===== src/rtl/load_align_unit.sv =====
// Load data path: 1-2 word reads, byte align, sign/zero extend, tagged response.
// Define LOAD_MISALIGN_SPLIT_EN for misaligned loads (incl. word-crossing).
module load_align_unit #(
  parameter int XLEN   = 32,
  parameter int ADDR_W = 32,
  parameter int TAG_W  = 5
) (
  input  logic              CLK,
  input  logic              RESET_N,
  input  logic              REQ_VALID,
  output logic              REQ_READY,
  input  logic [2:0]        REQ_FUNC3,
  input  logic [ADDR_W-1:0] REQ_ADDR,
  input  logic [TAG_W-1:0]  REQ_TAG,
  output logic              MEM_RD_EN,
  output logic [ADDR_W-1:0] MEM_ADDR,
  input  logic              MEM_RVALID,
  input  logic [XLEN-1:0]   MEM_RDATA,
  output logic              RESP_VALID,
  input  logic              RESP_READY,
  output logic [XLEN-1:0]   RESP_DATA,
  output logic [TAG_W-1:0]  RESP_TAG,
  output logic              RESP_FAULT
);

  localparam int NB = XLEN / 8;
  localparam int OW = $clog2(NB);
  localparam int LW = $clog2(XLEN);

  typedef enum logic [1:0] {
    IDLE, RD0, RD1, RESP
  } state_t;

  state_t              state_q, state_d;
  logic [2:0]          func3_q, func3_d;
  logic [OW-1:0]       off_q, off_d;
  logic [TAG_W-1:0]    tag_q, tag_d;
  logic [ADDR_W-1:0]   addr_q, addr_d;
  logic [XLEN-1:0]     data_q, data_d;
  logic                fault_q, fault_d;
`ifdef LOAD_MISALIGN_SPLIT_EN
  logic [XLEN-1:0]     beat0_q, beat0_d;
  logic                cross;
`endif

  logic                req_legal;
  logic                req_bad;
  logic [OW-1:0]       req_off;
  logic [2*XLEN-1:0]   wide;
  logic [XLEN-1:0]     sh;
  logic [XLEN-1:0]     res;
  logic [LW-1:0]       msb_idx;
  logic                sbit;
  int                  nbits;

  assign req_off = REQ_ADDR[OW-1:0];

  always_comb begin
    req_legal = 1'b0;
    unique case (1'b1)
      (REQ_FUNC3 == 3'b111): req_legal = 1'b0;
      (REQ_FUNC3 == 3'b011),
      (REQ_FUNC3 == 3'b110): req_legal = (XLEN == 64);
      default:               req_legal = 1'b1;
    endcase
  end

`ifdef LOAD_MISALIGN_SPLIT_EN
  assign req_bad = !req_legal;
  assign cross   = (int'(off_q) + (1 << func3_q[1:0])) > NB;
`else
  logic [OW-1:0] req_smask;
  logic          req_mis;
  assign req_smask = OW'((1 << REQ_FUNC3[1:0]) - 1);
  assign req_mis   = |(req_off & req_smask);
  assign req_bad   = !req_legal || req_mis;
`endif

  // beat1 is only live in RD1, so a one-beat load sees zeros above beat0
  always_comb begin
    wide = '0;
    wide[XLEN-1:0] = MEM_RDATA;
`ifdef LOAD_MISALIGN_SPLIT_EN
    if (state_q == RD1) wide = {MEM_RDATA, beat0_q};
`endif
    sh = XLEN'(wide >> {off_q, 3'b000});
    nbits = 8 << func3_q[1:0];
    if (nbits > XLEN) nbits = XLEN;
    msb_idx = LW'(nbits - 1);
    sbit = !func3_q[2] && sh[msb_idx];
    for (int i = 0; i < XLEN; i++)
      res[i] = (i < nbits) ? sh[i] : sbit;
  end

  always_comb begin
    state_d = state_q;
    func3_d = func3_q;
    off_d   = off_q;
    tag_d   = tag_q;
    addr_d  = addr_q;
    data_d  = data_q;
    fault_d = fault_q;
`ifdef LOAD_MISALIGN_SPLIT_EN
    beat0_d = beat0_q;
`endif
    unique case (state_q)
      IDLE: if (REQ_VALID) begin
        func3_d = REQ_FUNC3;
        off_d   = req_off;
        tag_d   = REQ_TAG;
        if (req_bad) begin
          fault_d = 1'b1;
          data_d  = '0;
          state_d = RESP;
        end else begin
          fault_d = 1'b0;
          addr_d  = REQ_ADDR & ~ADDR_W'(NB - 1);
          state_d = RD0;
        end
      end
      RD0: if (MEM_RVALID) begin
`ifdef LOAD_MISALIGN_SPLIT_EN
        if (cross) begin
          beat0_d = MEM_RDATA;
          addr_d  = addr_q + ADDR_W'(NB);
          state_d = RD1;
        end else
`endif
        begin
          data_d  = res;
          state_d = RESP;
        end
      end
`ifdef LOAD_MISALIGN_SPLIT_EN
      RD1: if (MEM_RVALID) begin
        data_d  = res;
        state_d = RESP;
      end
`endif
      RESP: if (RESP_READY) state_d = IDLE;
      default: state_d = IDLE;
    endcase
  end

  always_ff @(posedge CLK or negedge RESET_N) begin
    if (!RESET_N) begin
      state_q <= IDLE;
      func3_q <= '0;
      off_q   <= '0;
      tag_q   <= '0;
      addr_q  <= '0;
      data_q  <= '0;
      fault_q <= 1'b0;
`ifdef LOAD_MISALIGN_SPLIT_EN
      beat0_q <= '0;
`endif
    end else begin
      state_q <= state_d;
      func3_q <= func3_d;
      off_q   <= off_d;
      tag_q   <= tag_d;
      addr_q  <= addr_d;
      data_q  <= data_d;
      fault_q <= fault_d;
`ifdef LOAD_MISALIGN_SPLIT_EN
      beat0_q <= beat0_d;
`endif
    end
  end

  assign REQ_READY  = (state_q == IDLE);
  assign MEM_RD_EN  = (state_q == RD0) || (state_q == RD1);
  assign MEM_ADDR   = addr_q;
  assign RESP_VALID = (state_q == RESP);
  assign RESP_DATA  = data_q;
  assign RESP_TAG   = tag_q;
  assign RESP_FAULT = fault_q;

endmodule

===== config.mk =====
export PLATFORM = sky130hd
export DESIGN_NAME = load_align_unit
export DESIGN_NICKNAME = d
export VERILOG_FILES = /design/src/rtl/load_align_unit.sv
export SDC_FILE = /design/constraint.sdc
export NUM_CORES = 1
export LEC_CHECK = 0
export CAP_MARGIN = 20
export CORE_MARGIN = 2
export CORE_UTILIZATION = 39
export DETAILED_ROUTE_END_ITERATION = 8
export PLACE_DENSITY = 0.77
export SYNTH_ARGS = -nofsm -noshare
export SYNTH_HDL_FRONTEND = slang
export SYNTH_SLANG_ARGS = --single-unit

===== constraint.sdc =====
create_clock -name CLK -period 1.8 [get_ports CLK]
set_clock_uncertainty 0.1 [all_clocks]
set_input_delay 0.18 -clock CLK [delete_from_list [all_inputs] [get_ports CLK]]
set_output_delay 0.18 -clock CLK [all_outputs]
set_load 0.05 [all_outputs]

## After elaboration in Yosys (flattened, before gate mapping)

Cells that the tools add are included.

| operators by class | value |
|---|---|
| multiplexer cells | 45 |
| reduce and logical (&&, ||, !) cells | 12 |
| magnitude comparators | 34 |
| equality and inequality tests | 10 |
| add/sub/neg operators | 2 |
| bitwise gates (word level) | 2 |
| shift-type cells | 3 |

Operators with widths:

| cell | count |
|---|---|
| 6-bit by 32-bit less-than comparator with 1-bit output, first input constant | 16 |
| 5-bit by 32-bit less-than comparator with 1-bit output, first input constant | 8 |
| 4-bit by 32-bit less-than comparator with 1-bit output, first input constant | 4 |
| 32-bit 2-to-1 mux | 4 |
| 3-bit by 32-bit less-than comparator with 1-bit output, first input constant | 2 |
| 32-bit one-hot mux with 2 select lines | 1 |
| 1-bit 2-to-1 mux | 34 |
| 32-bit by 7-bit greater-than comparator with 1-bit output, second input constant | 1 |
| 1-bit by 32-bit less-than comparator with 1-bit output, first input constant | 1 |
| 2-bit by 32-bit less-than comparator with 1-bit output, first input constant | 1 |
| 4-bit by 2-bit left shift with 32-bit output, first input constant | 1 |
| 32-bit by 5-bit >> shifter with 32-bit output | 1 |
| 2-bit 2-to-1 mux | 4 |
| 3-bit == test, second input constant | 2 |
| 5-bit by 6-bit less-than comparator with 1-bit output, second input constant | 1 |
| 2-bit one-hot mux with 3 select lines | 1 |
| 3-bit AND reduction | 2 |
| 1-bit binary-select mux with 5-bit select | 1 |
| 5-bit by 2-bit subtractor with 5-bit output, second input constant | 1 |
| 2-bit == test, second input constant | 2 |
| 2-bit by 1-bit != test with 1-bit output, second input constant | 2 |
| 2-bit != test, second input constant | 2 |
| 4-bit AND reduction | 1 |
| 3-bit by 2-bit == test with 1-bit output, second input constant | 1 |
| other kinds (13) | 14 |

| word-level totals | value |
|---|---|
| output and inout port bits | 73 |
| logic and storage cells | 115 |
| flip-flop bits (word level) | 75 |

## Longest topological paths before layout

| logic depth | value |
|---|---|
| depth in word-level cells | 10 |
| depth in mapped cells | 8 |
| mapped depth without buffers | 7 |

## Least setup slack after synthesis

No wires, ideal clock.

| timing path | value |
|---|---|
| kind | reg2reg |
| from | register state_q[0] |
| to | register data_q[22], in the netlist RESP_DATA[22] |
| required time | 1,574 ps |
| clock period less this slack | 2,299 ps |
| cell stages (with the launch flop) | 9 |
| path slack | -499 ps |
| data arrival time | 2,073 ps |
| path buffers | 1 |
| path through | dfrtp_1 -> inv_1 -> ha_1 -> inv_2 -> o211ai_1 -> a21oi_2 -> o2111a_2 -> buf_6 -> a221o_1 |

| between the ends | value |
|---|---|
| cells in the longest elaborated chain, start to end | 3 |

RTL lines:

| what | line | text |
|---|---|---|
| start: declaration | 34 | `state_t state_q, state_d;` |
| start signal: assignment | 158 | `state_q <= state_d;` |
| 2-bit zero test (*) | n/a |  |
| net REQ_READY | 11 | `output logic REQ_READY,` |
| 2-bit by 1-bit != test with 1-bit output (no line) (tied with other cells) | n/a |  |
| 4-bit AND reduction (no line) | n/a |  |
| end signal: assignment | 163 | `data_q <= data_d;` |
| end: declaration | 39 | `logic [XLEN-1:0] data_q, data_d;` |

Mark *: on every way through the listed nets, which the timed path passes. The rest lies on a longest branch.
A chain may end at the register's enable or synchronous reset.

## Final worst setup path

| timing path | value |
|---|---|
| from | register state_q[0] |
| to | register data_q[22], in the netlist RESP_DATA[22] |

| between the ends | value |
|---|---|
| cells in the longest elaborated chain, start to end | 3 |

RTL lines:

| what | line | text |
|---|---|---|
| 2-bit by 1-bit == test with 1-bit output / 2-bit zero test (equally long branches) | 106 | `unique case (state_q)` |
| 2-bit != test (no line) (tied with other cells) | n/a |  |
| 4-bit AND reduction (no line) | n/a |  |

Several ways; a longest one is shown, not always the timed one.

==> flow_metrics.env <==
export IMPL_cp_max_fo=16
export IMPL_wl_um=10300
export IMPL_fin_crit_sh_pct=110
export IMPL_syn_area_sq_mm=0.00353
export IMPL_dieArea_sq_mm=0.00984
export IMPL_cts_buffers=9
export IMPL_power_mw=12.9
export IMPL_switching_share_pct=47.1
export IMPL_pwr_share_comb_pct=62.9
export IMPL_cp_num_buf_inv=4
export IMPL_cts_root_buf="clkbuf_8"
export IMPL_placement_io_buffers=147
export IMPL_rows=34
export IMPL_period_minus_slack_ns=1.97
export IMPL_power_density_mw_per_mm2=2210
export IMPL_tightest_slew_ns=0.535
export IMPL_setup_slack_ns=-0.171
export IMPL_dpl_hpwl_um=7490
export IMPL_antenna_found_initial=0
export IMPL_synth_edf_count=0
export IMPL_cts_sinks=75
export IMPL_ir_drop_uv=1280
export IMPL_syn_instance_count=292
export IMPL_core_sq_mm=0.00876
export IMPL_routedWlPerCell_um=17.3
export IMPL_cts_path_max_buffers=2
export IMPL_post_route_drc_count=0
export IMPL_synthArstFlopShare_pct=100
export IMPL_grt_pass1_wl_um=16500
export IMPL_p_int_mw=6.84
export IMPL_first_pass_iters=4
export IMPL_clkTransAtPathRegs_ns=0.08
export IMPL_ys_ff_latch=75
export IMPL_n_antenna_cell=0
export IMPL_avgSynthCellArea_sq_um=12.1
export IMPL_final_cells=592
export IMPL_violations="negative setup slack"
export IMPL_ios=150
export IMPL_drv_slew=0
export IMPL_crit_path_start_kind="flop"
export IMPL_groute_usage_overall_pct=21.3
export IMPL_drv_cap=0
export IMPL_worstPathCellList="inv_2 > ha_4 > inv_4 > buf_6 > o211ai_1 > a21oi_2 > o2111a_2 > buf_12 > a221o_1"
export IMPL_die_y_um=99.2
export IMPL_power_switching_mw=6.09
export IMPL_crit_arrival_ns=2.10
export IMPL_drtIter0Drc=95
export IMPL_grt_setup_unrepaired="yes"
export IMPL_critical_path_class="reg -> reg"
export IMPL_ys_flop_type="dfrtp_1"
export IMPL_pwr_share_seq_pct=23.5
export IMPL_grt_pass1_vias=3323
export IMPL_ctsHtreeMaxLevel=3
export IMPL_crit_family="compound AO/OA/AOI/OAI gates"
export IMPL_max_clock_freq_mhz=507
export IMPL_grt_max_degree=38
export IMPL_cts_tree="built"
export IMPL_ys_types=40
export IMPL_vias=3072
export IMPL_tns_ns=-3.08
export IMPL_crit_required_ns=1.92
export IMPL_max_slew_margin_pct=64.1
export IMPL_hold_violations=0
export IMPL_outcome="finished with violations"
export IMPL_yosysTopAreaCell="dfrtp_1"
export IMPL_nets=560
export IMPL_yosysSeqAreaShare_pct=53.1
export IMPL_drive_gt1_share_pct=33.7
export IMPL_clk_latency_ns=0.35
export IMPL_crit_slowest_cell="dfrtp_1"
export IMPL_place_congestion=0.888
export IMPL_hp_class="in -> async"
export IMPL_yosys_warnings=0
export IMPL_antenna_left=0
export IMPL_holdWs_ns=0.213
export IMPL_die_x_um=99.2
export IMPL_overflow=0
export IMPL_worst_setup_path_end_kind="flop"
export IMPL_slowest_delay_ns=0.43
export IMPL_clkPwrFrac_pct=13.6
export IMPL_dp_cells=563
export IMPL_start_util_pct=40.3
export IMPL_synthTopCellsByArea="dfrtp_1 53%, mux2_2 16%, a221o_1 4.5%"
export IMPL_synth_top_area_share_pct=53.1
export IMPL_finalSetupViolCount=29
export IMPL_p_leak_nw=2.84
export IMPL_viasPerCell=5.19
export IMPL_synthToLayoutAreaGrowth_pct=65.6
-- area by class of cell --
class                   count  area (sq um)
clock buffers              12           155
clock inverters             4           120
fillers                   679          2910
inverters                   9          36.3
multi-input cells         189          1610
flip-flops and latches     75          1880
well taps                 108           135
repair buffers            195          1920
-- state kept, by name (all words and copies together) (netlist names) --
signal      cells
MEM_ADDR       30
RESP_DATA      32
RESP_FAULT      1
RESP_TAG        5
func3_q         3
off_q           2
state_q         2
-- path summary, 6_finish.rpt --
kind	startpoint	to	slack [ns]	depth (start not counted)
max	state_q[0]$_DFFE_PN0P_	RESP_DATA[22]$_DFFE_PN0P_	-0.17	9
min	RESET_N	MEM_ADDR[26]$_DFFE_PN0P_	0.21	2
max reg2reg	state_q[0]$_DFFE_PN0P_	RESP_DATA[22]$_DFFE_PN0P_	-0.17	9
min reg2reg	RESP_DATA[14]$_DFFE_PN0P_	RESP_DATA[14]$_DFFE_PN0P_	0.39	2
max in group asynchronous	RESET_N	RESP_DATA[25]$_DFFE_PN0P_	0.87	3
min in group CLK	REQ_TAG[4]	RESP_TAG[4]$_DFFE_PN0P_	0.34	2
-- layout by cell type, fill, tap and decap left out, types with 3 or more instances in the layout --
| master | n |
|---|---|
| dfrtp_1 | 74 |
| o21ai_1 | 9 |
| a32o_1 | 7 |
| mux2i_1 | 10 |
| buf_6 | 3 |
| a221o_1 | 16 |
| inv_2 | 4 |
| mux2_2 | 49 |
| bufinv_16 | 4 |
| a211o_1 | 7 |
| nor2b_1 | 8 |
| nand2_1 | 30 |
| o21ai_0 | 13 |
| buf_4 | 63 |
| clkdlybuf4s50_1 | 76 |
| a21oi_1 | 9 |
| dlymetal6s2s_1 | 14 |
| dlygate4sd2_1 | 27 |
| clkbuf_8 | 11 |
| inv_1 | 4 |
| buf_12 | 8 |
-- power groups by stage --
stage / logic (mW) / registers (mW) / clock network [mW]
final: 8.13 / 3.04 / 1.76
after global routing: 8.57 / 3.16 / 1.86
after CTS: 8.03 / 3.04 / 1.81
after detailed placement: 7.95 / 3.08 / 0
after global placement: 7.86 / 3.04 / 0
after floorplan: 2.52 / 5.63 / 0
-- kinds of logic (layout without fill, tap and decap cells) --
kind of cell    count (synthesis)  count (layout)  synth area share [%]
compound gates                 74              74                  15.9
mux                            59              59                  18.4
flops                          75              75                  53.1
fa+ha+maj                       4               4                  1.42
buf+inv                        29             220                  3.93
other cells                     1               2                 0.106
simple gates                   50              50                  7.08
-- worst reg2reg max path, stage by stage (launching register included) --
cell and delay, ns:
dfrtp_1 0.43, inv_2 0.10, ha_4 0.17, inv_4 0.04
buf_6 0.10, o211ai_1 0.22, a21oi_2 0.08, o2111a_2 0.19
buf_12 0.15, a221o_1 0.27
-- routing by layer --
layer  up-vias  part of all wire [%]  wire [um]  GRT usage [%]
li1       1442                     -          -              -
met1      1500                    38       3870           25.4
met2       113                    54       5540           37.1
met3        17                   6.0        615           5.27
met4         0                   2.3        239           8.54
met5         -                     0          0              0
-- synth_stat cells (2+ instances only) --
cell,number
dfrtp_1,75
nor2_1,2
buf_4,4
a221o_1,16
nand3_1,2
a32o_1,7
a211o_1,7
inv_1,7
nand2_1,30
o211ai_1,2
ha_1,4
nor2b_1,9
a21oi_1,9
o21ai_0,22
mux2i_1,10
clkbuf_1,8
inv_2,2
a211oi_2,2
buf_2,5
mux2_2,49
-- repair_timing --
action	4_1_cts	5_1_grt
endpoints found under the setup margin	60	58
hold buffers	1	0
gates resized for setup	45	22
pin swaps	12	3
hold endpoints to repair	26	0
gates cloned	1	1
setup buffers	10	2
-- through the flow --
| stage | area, sq um | utilization, % | setup slack [ns] |
|---|---|---|---|
| global placement | 5360 | 61.2 | -0.458 |
| global route | 5850 | 66.8 | -0.245 |
| detailed placement | 5360 | 61.2 | -0.477 |
| finish | 5850 | 66.8 | -0.171 |
| floorplan | 3570 | - | -0.0999 |
| CTS | 5750 | 65.6 | -0.145 |
Power figures use the tool's default switching activity.
